$ cat config.mk
export PLATFORM = sky130hd
export DESIGN_NAME = mem_bus_sequencer_flat
export DESIGN_NICKNAME = d
export VERILOG_FILES = /design/src/rtl/mem_bus_sequencer_if.sv /design/src/rtl/mem_bus_sequencer.sv /design/src/flat_wrapper.sv
export SDC_FILE = /design/constraint.sdc
export NUM_CORES = 1
export LEC_CHECK = 0
export BUFFER_PORTS_ARGS = -buffer_cell sky130_fd_sc_hd__buf_4
export CORE_UTILIZATION = 51
export CTS_BUF_LIST = sky130_fd_sc_hd__clkbuf_8 sky130_fd_sc_hd__clkbuf_16
export CTS_CLUSTER_SIZE = 25
export DETAILED_ROUTE_END_ITERATION = 10
export HOLD_SLACK_MARGIN = 0.08
export PLACE_DENSITY = 0.88
export SYNTH_ARGS = -nofsm -noshare
export SYNTH_HDL_FRONTEND = slang
export SYNTH_SLANG_ARGS = --single-unit
$ cat constraint.sdc
create_clock -name clk -period 3.21 [get_ports clk]
set_input_delay 0.1605 -clock clk [delete_from_list [all_inputs] [get_ports clk]]
set_output_delay 0.1605 -clock clk [all_outputs]
set_load 0.05 [all_outputs]
$ cat src/rtl/mem_bus_sequencer_if.sv
// rtl/mem_bus_sequencer_if.sv - requester and memory-pad signal bundle for the bus sequencer
interface mem_bus_sequencer_if #(
  parameter int W = 16
);
  logic         d_req;
  logic         d_wr;
  logic [W-1:0] d_addr;
  logic [W-1:0] d_wdata;
  logic         i_req;
  logic [W-1:0] i_addr;
  logic         x_req;
  logic         x_wr;
  logic [W-1:0] x_addr;
  logic [W-1:0] x_wdata;
  logic [2:0]   ack;
  logic [W-1:0] rdata;
  logic         ale;
  logic         enb;
  logic         rw;
  logic [W-1:0] bus_out;
  logic         bus_oe;
  logic [W-1:0] bus_in;
  logic         busy;

  // Sequencer side: consumes requests and pad input, produces bus timing and responses.
  modport slave (
    input  d_req, d_wr, d_addr, d_wdata,
    input  i_req, i_addr,
    input  x_req, x_wr, x_addr, x_wdata,
    input  bus_in,
    output ack, rdata, ale, enb, rw, bus_out, bus_oe, busy
  );

  // Requester/pad side: drives requests and sampled bus value, observes the sequencer.
  modport master (
    output d_req, d_wr, d_addr, d_wdata,
    output i_req, i_addr,
    output x_req, x_wr, x_addr, x_wdata,
    output bus_in,
    input  ack, rdata, ale, enb, rw, bus_out, bus_oe, busy
  );
endinterface

$ cat src/rtl/mem_bus_sequencer.sv
// rtl/mem_bus_sequencer.sv - round-robin arbiter and multiplexed address/data bus sequencer
module mem_bus_sequencer #(
  parameter int W           = 16,
  parameter int WAIT_CYCLES = 1
) (
  input logic                 clk,
  input logic                 rst,
  mem_bus_sequencer_if.slave  bus
);

  typedef enum logic [2:0] {IDLE, ADDR, WAIT, XFER, RESP} state_t;

  // Counter is loaded in ADDR so WAIT lasts exactly WAIT_CYCLES cycles.
  localparam int         WAIT_M1   = (WAIT_CYCLES > 0) ? WAIT_CYCLES - 1 : 0;
  localparam logic [3:0] WAIT_LOAD = WAIT_M1[3:0];

  state_t       state;
  state_t       state_next;
  logic [1:0]   last;
  logic [1:0]   grant;
  logic [1:0]   pick;
  logic         pick_valid;
  logic [2:0]   req;
  logic [3:0]   cnt;
  logic [W-1:0] addr_q;
  logic [W-1:0] wdata_q;
  logic         wr_q;
  logic [W-1:0] rdata_q;

  logic         ale;
  logic         enb;
  logic         rw;
  logic         bus_oe;
  logic [W-1:0] bus_out;
  logic [2:0]   ack;

  // Requester index: 0 = D, 1 = I, 2 = X.
  assign req = {bus.x_req, bus.i_req, bus.d_req};

  // Round-robin winner: search starts at the requester after the last one served.
  always_comb begin
    pick_valid = |req;
    pick       = 2'd0;
    case (last)
      2'd0:    pick = req[1] ? 2'd1 : (req[2] ? 2'd2 : 2'd0);
      2'd1:    pick = req[2] ? 2'd2 : (req[0] ? 2'd0 : 2'd1);
      default: pick = req[0] ? 2'd0 : (req[1] ? 2'd1 : 2'd2);
    endcase
  end

  // State register; reset aborts any cycle in flight without acknowledging it.
  always_ff @(posedge clk or posedge rst) begin
    if (rst) state <= IDLE;
    else     state <= state_next;
  end

  // Next-state and bus-phase decode; every non-active phase falls back to idle bus values.
  always_comb begin
    state_next = state;
    ale        = 1'b0;
    enb        = 1'b0;
    rw         = 1'b1;
    bus_oe     = 1'b0;
    bus_out    = '0;
    ack        = 3'b000;
    case (state)
      IDLE: begin
        if (pick_valid) state_next = ADDR;
      end
      ADDR: begin
        ale        = 1'b1;
        bus_oe     = 1'b1;
        bus_out    = addr_q;
        rw         = ~wr_q;
        state_next = (WAIT_CYCLES > 0) ? WAIT : XFER;
      end
      WAIT: begin
        bus_oe  = wr_q;
        bus_out = wr_q ? wdata_q : '0;
        rw      = ~wr_q;
        if (cnt == 4'd0) state_next = XFER;
      end
      XFER: begin
        enb        = ~wr_q;
        bus_oe     = wr_q;
        bus_out    = wr_q ? wdata_q : '0;
        rw         = ~wr_q;
        state_next = RESP;
      end
      RESP: begin
        ack        = 3'b001 << grant;
        state_next = IDLE;
      end
      default: state_next = IDLE;
    endcase
  end

  // Transaction datapath: latch the winner in IDLE, count wait states, capture read data, rotate priority.
  always_ff @(posedge clk or posedge rst) begin
    if (rst) begin
      last    <= 2'd2;
      grant   <= 2'd0;
      cnt     <= 4'd0;
      addr_q  <= '0;
      wdata_q <= '0;
      wr_q    <= 1'b0;
      rdata_q <= '0;
    end else begin
      case (state)
        IDLE: begin
          if (pick_valid) begin
            grant <= pick;
            case (pick)
              2'd0: begin
                addr_q  <= bus.d_addr;
                wdata_q <= bus.d_wdata;
                wr_q    <= bus.d_wr;
              end
              2'd1: begin
                addr_q  <= bus.i_addr;
                wdata_q <= '0;
                wr_q    <= 1'b0;
              end
              default: begin
                addr_q  <= bus.x_addr;
                wdata_q <= bus.x_wdata;
                wr_q    <= bus.x_wr;
              end
            endcase
          end
        end
        ADDR: cnt <= WAIT_LOAD;
        WAIT: if (cnt != 4'd0) cnt <= cnt - 4'd1;
        XFER: if (!wr_q) rdata_q <= bus.bus_in;
        RESP: last <= grant;
        default: ;
      endcase
    end
  end

  assign bus.ale     = ale;
  assign bus.enb     = enb;
  assign bus.rw      = rw;
  assign bus.bus_oe  = bus_oe;
  assign bus.bus_out = bus_out;
  assign bus.ack     = ack;
  assign bus.rdata   = rdata_q;
  assign bus.busy    = (state != IDLE);

endmodule

$ cat src/flat_wrapper.sv
// flat-port wrapper written by rule: the top's interface ports become plain ports
module mem_bus_sequencer_flat 
#(
  parameter int W           = 16,
  parameter int WAIT_CYCLES = 1
)
  (clk, rst, bus_d_req, bus_d_wr, bus_d_addr, bus_d_wdata, bus_i_req, bus_i_addr, bus_x_req, bus_x_wr, bus_x_addr, bus_x_wdata, bus_bus_in, bus_ack, bus_rdata, bus_ale, bus_enb, bus_rw, bus_bus_out, bus_bus_oe, bus_busy);
  mem_bus_sequencer_if #(.W(W)) bus_i ();
  input logic clk;
  input logic rst;
  input wire logic [$bits(bus_i.d_req)-1:0] bus_d_req;
  input wire logic [$bits(bus_i.d_wr)-1:0] bus_d_wr;
  input wire logic [$bits(bus_i.d_addr)-1:0] bus_d_addr;
  input wire logic [$bits(bus_i.d_wdata)-1:0] bus_d_wdata;
  input wire logic [$bits(bus_i.i_req)-1:0] bus_i_req;
  input wire logic [$bits(bus_i.i_addr)-1:0] bus_i_addr;
  input wire logic [$bits(bus_i.x_req)-1:0] bus_x_req;
  input wire logic [$bits(bus_i.x_wr)-1:0] bus_x_wr;
  input wire logic [$bits(bus_i.x_addr)-1:0] bus_x_addr;
  input wire logic [$bits(bus_i.x_wdata)-1:0] bus_x_wdata;
  input wire logic [$bits(bus_i.bus_in)-1:0] bus_bus_in;
  output wire logic [$bits(bus_i.ack)-1:0] bus_ack;
  output wire logic [$bits(bus_i.rdata)-1:0] bus_rdata;
  output wire logic [$bits(bus_i.ale)-1:0] bus_ale;
  output wire logic [$bits(bus_i.enb)-1:0] bus_enb;
  output wire logic [$bits(bus_i.rw)-1:0] bus_rw;
  output wire logic [$bits(bus_i.bus_out)-1:0] bus_bus_out;
  output wire logic [$bits(bus_i.bus_oe)-1:0] bus_bus_oe;
  output wire logic [$bits(bus_i.busy)-1:0] bus_busy;
  assign bus_i.d_req = bus_d_req;
  assign bus_i.d_wr = bus_d_wr;
  assign bus_i.d_addr = bus_d_addr;
  assign bus_i.d_wdata = bus_d_wdata;
  assign bus_i.i_req = bus_i_req;
  assign bus_i.i_addr = bus_i_addr;
  assign bus_i.x_req = bus_x_req;
  assign bus_i.x_wr = bus_x_wr;
  assign bus_i.x_addr = bus_x_addr;
  assign bus_i.x_wdata = bus_x_wdata;
  assign bus_i.bus_in = bus_bus_in;
  assign bus_ack = bus_i.ack;
  assign bus_rdata = bus_i.rdata;
  assign bus_ale = bus_i.ale;
  assign bus_enb = bus_i.enb;
  assign bus_rw = bus_i.rw;
  assign bus_bus_out = bus_i.bus_out;
  assign bus_bus_oe = bus_i.bus_oe;
  assign bus_busy = bus_i.busy;
  mem_bus_sequencer #(.W(W), .WAIT_CYCLES(WAIT_CYCLES)) u_core (.clk(clk), .rst(rst), .bus(bus_i));
endmodule
==> impl_metrics.py <==
metrics = {
    "status": {
        "run_status": "complete, no violations",
    },
    "logic_synthesis": {
        "syn_avg_cell_area_um2": 9.75,
        "async_flop_share_pct": 100,
        "yosysWarnings": 0,
        "synth.area.top_cells": "dfrtp_1 (46%), mux2_2 (5.7%), a21oi_2 (5.5%)",
        "synth_top_area_share_pct": 46.3,
        "synthFlopType": "dfrtp_1",
        "seq_area_frac_synth_pct": 47.1,
        "netlist_instances": 327,
        "synth-edff-count": 0,
        "syn_area_um2": 3190,
        "syn-num-nets": 432,
        "synth-seq-cells": 60,
        "synth.distinct_cells": 41,
        "synth_area_leader_cell": "dfrtp_1",
    },
    "worst_setup_path": {
        "reg2reg_setup_slack_ns": 1.14,
        "path_cells": "nor2_1, and2_1, a22o_1, buf_4",
        "cp.required_ns": 3.05,
        "cp_max_fo": 20,
        "critPathMaxStageDelay_ns": 0.70,
        "startpoint_type": "register",
        "worst_path_max_delay_cell": "and2_1",
        "path_class": "register to output port",
        "arrival_ns": 2.16,
        "cp-end-kind": "output port",
    },
    "global_routing": {
        "grt_max_degree": 55,
        "antenna_found_initial": 0,
        "gr-usage-all-layers_pct": 29.4,
        "grt_pass1_vias": 3069,
        "grt-ovfl-total": 0,
        "grt_pass1_wl_um": 14400,
    },
    "hold_path": {
        "hold_class": "input port to register",
    },
    "layout": {
        "design_area_um2": 4780,
        "drive_gt1_share_pct": 42.2,
        "fin_cells": 573,
        "seqCellArea_um2": 1500,
        "n_fill_cell": 398,
        "area_delta_synth_final_pct": 50.1,
        "nNetsFinal": 598,
        "multi_input_area_um2": 1510,
        "diodes": 0,
    },
    "drt": {
        "drt_iter0_markers": 148,
        "top_layer": "met4",
        "wl_met2_um": 4570,
        "ant_nets": 0,
        "vias": 3168,
        "post-route-drc-count": 0,
        "drt_first_pass_iters": 5,
        "wire_per_inst_um": 16.1,
        "via_per_inst": 5.53,
        "wl_met1_um": 3790,
        "wl_met3_um": 685,
        "routed_wl_um": 9220,
    },
    "floorplanning": {
        "coreArea_um2": 5990,
        "fp-row-count": 28,
        "die_width_um": 81.1,
        "start_util_pct": 53.2,
        "pin_count": 143,
        "dieArea_um2": 6570,
        "die_height_um": 81.1,
    },
    "clock_tree": {
        "clk_latency_ns": 0.33,
        "cts.path.max_buffers": 2,
        "htreeDepth": 3,
        "cts_root_buf": "clkbuf_8",
        "hold_buffers": 34,
        "cts.repair.resized": 0,
        "cts_sinks": 60,
        "clkTransAtPathRegs_ns": 0.07,
        "cts_tree": "yes",
        "cts_buffers": 9,
        "postCtsSetupBuffers": 0,
    },
    "power_and_ir_drop": {
        "clkPwrFrac_pct": 14.0,
        "pwr-share-seq_pct": 26.3,
        "intPower_mw": 2.69,
        "switchingPower_mw": 2.69,
        "p_total_mw": 5.38,
        "irDropWorstVdd_v": 0.000998,
        "p_comb_share_pct": 59.7,
        "p_leak_nw": 2.19,
        "p_per_area_nw_per_um2": 1120,
        "switching_share_pct": 49.9,
    },
    "timing": {
        "period_share_pct": 72.4,
        "fmax_ghz": 0.430,
        "hold_violations": 0,
        "worstMarginPinSlew_ns": 1.22,
        "rsz0062_at_grt": "false",
        "skew_ns": 0.00601,
        "min_period_ns": 2.32,
        "final_max_slew_viol_count": 0,
        "whs_ns": 0.0922,
        "fin_setup_tns_ns": 0,
        "slew_headroom_pct": 18.3,
        "setup_viol_count_final": 0,
    },
    "placement": {
        "portBuffers": 142,
        "place_inst": 523,
        "gp_congestion": 0.801,
        "dp_hpwl_um": 6130,
        "place_area_um2": 4220,
    },
    "run": {
        "cap_violations": 0,
    },
}
[flip-flops by register name, indices dropped and copies added (netlist names)]
| register | count |
|---|---|
| u_core.addr_q | 16 |
| u_core.bus.rdata | 16 |
| u_core.wdata_q | 16 |
| u_core.cnt | 4 |
| u_core.state | 3 |
| u_core.grant | 2 |
| u_core.last | 2 |
| u_core.wr_q | 1 |
[critical path, delay by kind of cell, from the launching register on]
kind            cells  cell delay (ns)
flops               1             0.47
buf+inv             1             0.20
compound gates      1             0.28
simple gates        2             0.87
[per-stage QoR]
step | util (%) | setup slack (ns)
finish | 79.9 | 0.887
floorplan | - | 1.11
CTS | 79.9 | 0.895
detailed placement | 70.5 | 1.17
global route | 79.9 | 0.770
global placement | 70.5 | 1.23
[placed cells by master, fill, tap and decap left out, drive strengths merged, types with 4 or more instances in the layout]
cell type,count
buf,147
a31oi,16
mux2,20
clkbuf,9
a21oi,50
nand2,19
dfrtp,59
nor2b,4
nand3,19
o21ai,18
and2,4
nor2,42
nor3b,4
dlygate4sd3,34
a22o,17
inv,6
nor3,4
[cell type report]
| type | instances | area share [%] |
|---|---|---|
| multi-input cells | 237 | 31.5 |
| flip-flops and latches | 60 | 31.4 |
| repair buffers | 181 | 30.2 |
| clock buffers | 9 | 2.59 |
| clock inverters | 7 | 2.07 |
| well taps | 75 | 1.96 |
| inverters | 4 | 0.314 |
[path summary, 6_finish.rpt]
| check | start | to | cells after the start |
|---|---|---|---|
| worst min register to register | u_core.bus.rdata[11] | u_core.bus.rdata[11] | 1 |
| worst max register to register | u_core.state[0] | u_core.addr_q[8] | 4 |
| min in group asynchronous | rst | u_core.bus.rdata[2] | 2 |
| worst max-delay path | u_core.state[1] | bus_bus_out[4] | 4 |
| max in group asynchronous | rst | u_core.wdata_q[13] | 3 |
| worst min-delay path | bus_i_addr[14] | u_core.addr_q[14] | 3 |
[per-layer routing]
| layer | vias up | GRT usage [%] |
|---|---|---|
| met5 | - | 0 |
| met4 | 0 | 13.0 |
| met3 | 21 | 5.84 |
| met2 | 164 | 50.5 |
| met1 | 1485 | 35.6 |
| li1 | 1498 | - |
[cell usage after synthesis, drive strengths merged (2+ instances only)]
| cell | number |
|---|---|
| ha | 2 |
| nand3 | 19 |
| or3b | 2 |
| nor3b | 4 |
| o21ai | 18 |
| xor2 | 2 |
| inv | 4 |
| dfrtp | 59 |
| nand2 | 19 |
| nand2b | 2 |
| and2 | 4 |
| or3 | 2 |
| nor2 | 42 |
| clkbuf | 5 |
| nor2b | 4 |
| nor3 | 4 |
| buf | 21 |
| a21oi | 50 |
| a31oi | 16 |
| mux2 | 20 |
| a22o | 17 |
[power by group through the flow]
stage | combinational (mW) | clock, mW | sequential [mW]
floorplan | 2.12 | 0 | 1.66
CTS | 3.21 | 0.771 | 1.40
global placement | 3.10 | 0 | 1.39
finish | 3.21 | 0.755 | 1.41
global route | 3.42 | 0.804 | 1.46
detailed placement | 3.18 | 0 | 1.41
[cell families (layout without fill, tap and decap cells)]
group                      after synthesis  in the layout  share of synthesized area [%]
AOI/OAI and AO/OA                      105            105                           21.9
xor gates and xnor gates                 3              3                          0.824
adders and majority gates                2              2                          0.785
buffers and inverters                   30            201                           5.65
DFF                                     60             60                           47.1
muxes                                   21             21                           7.38
and+or+nand+nor                        106            106                           16.4
Power figures use the tool's default switching activity.
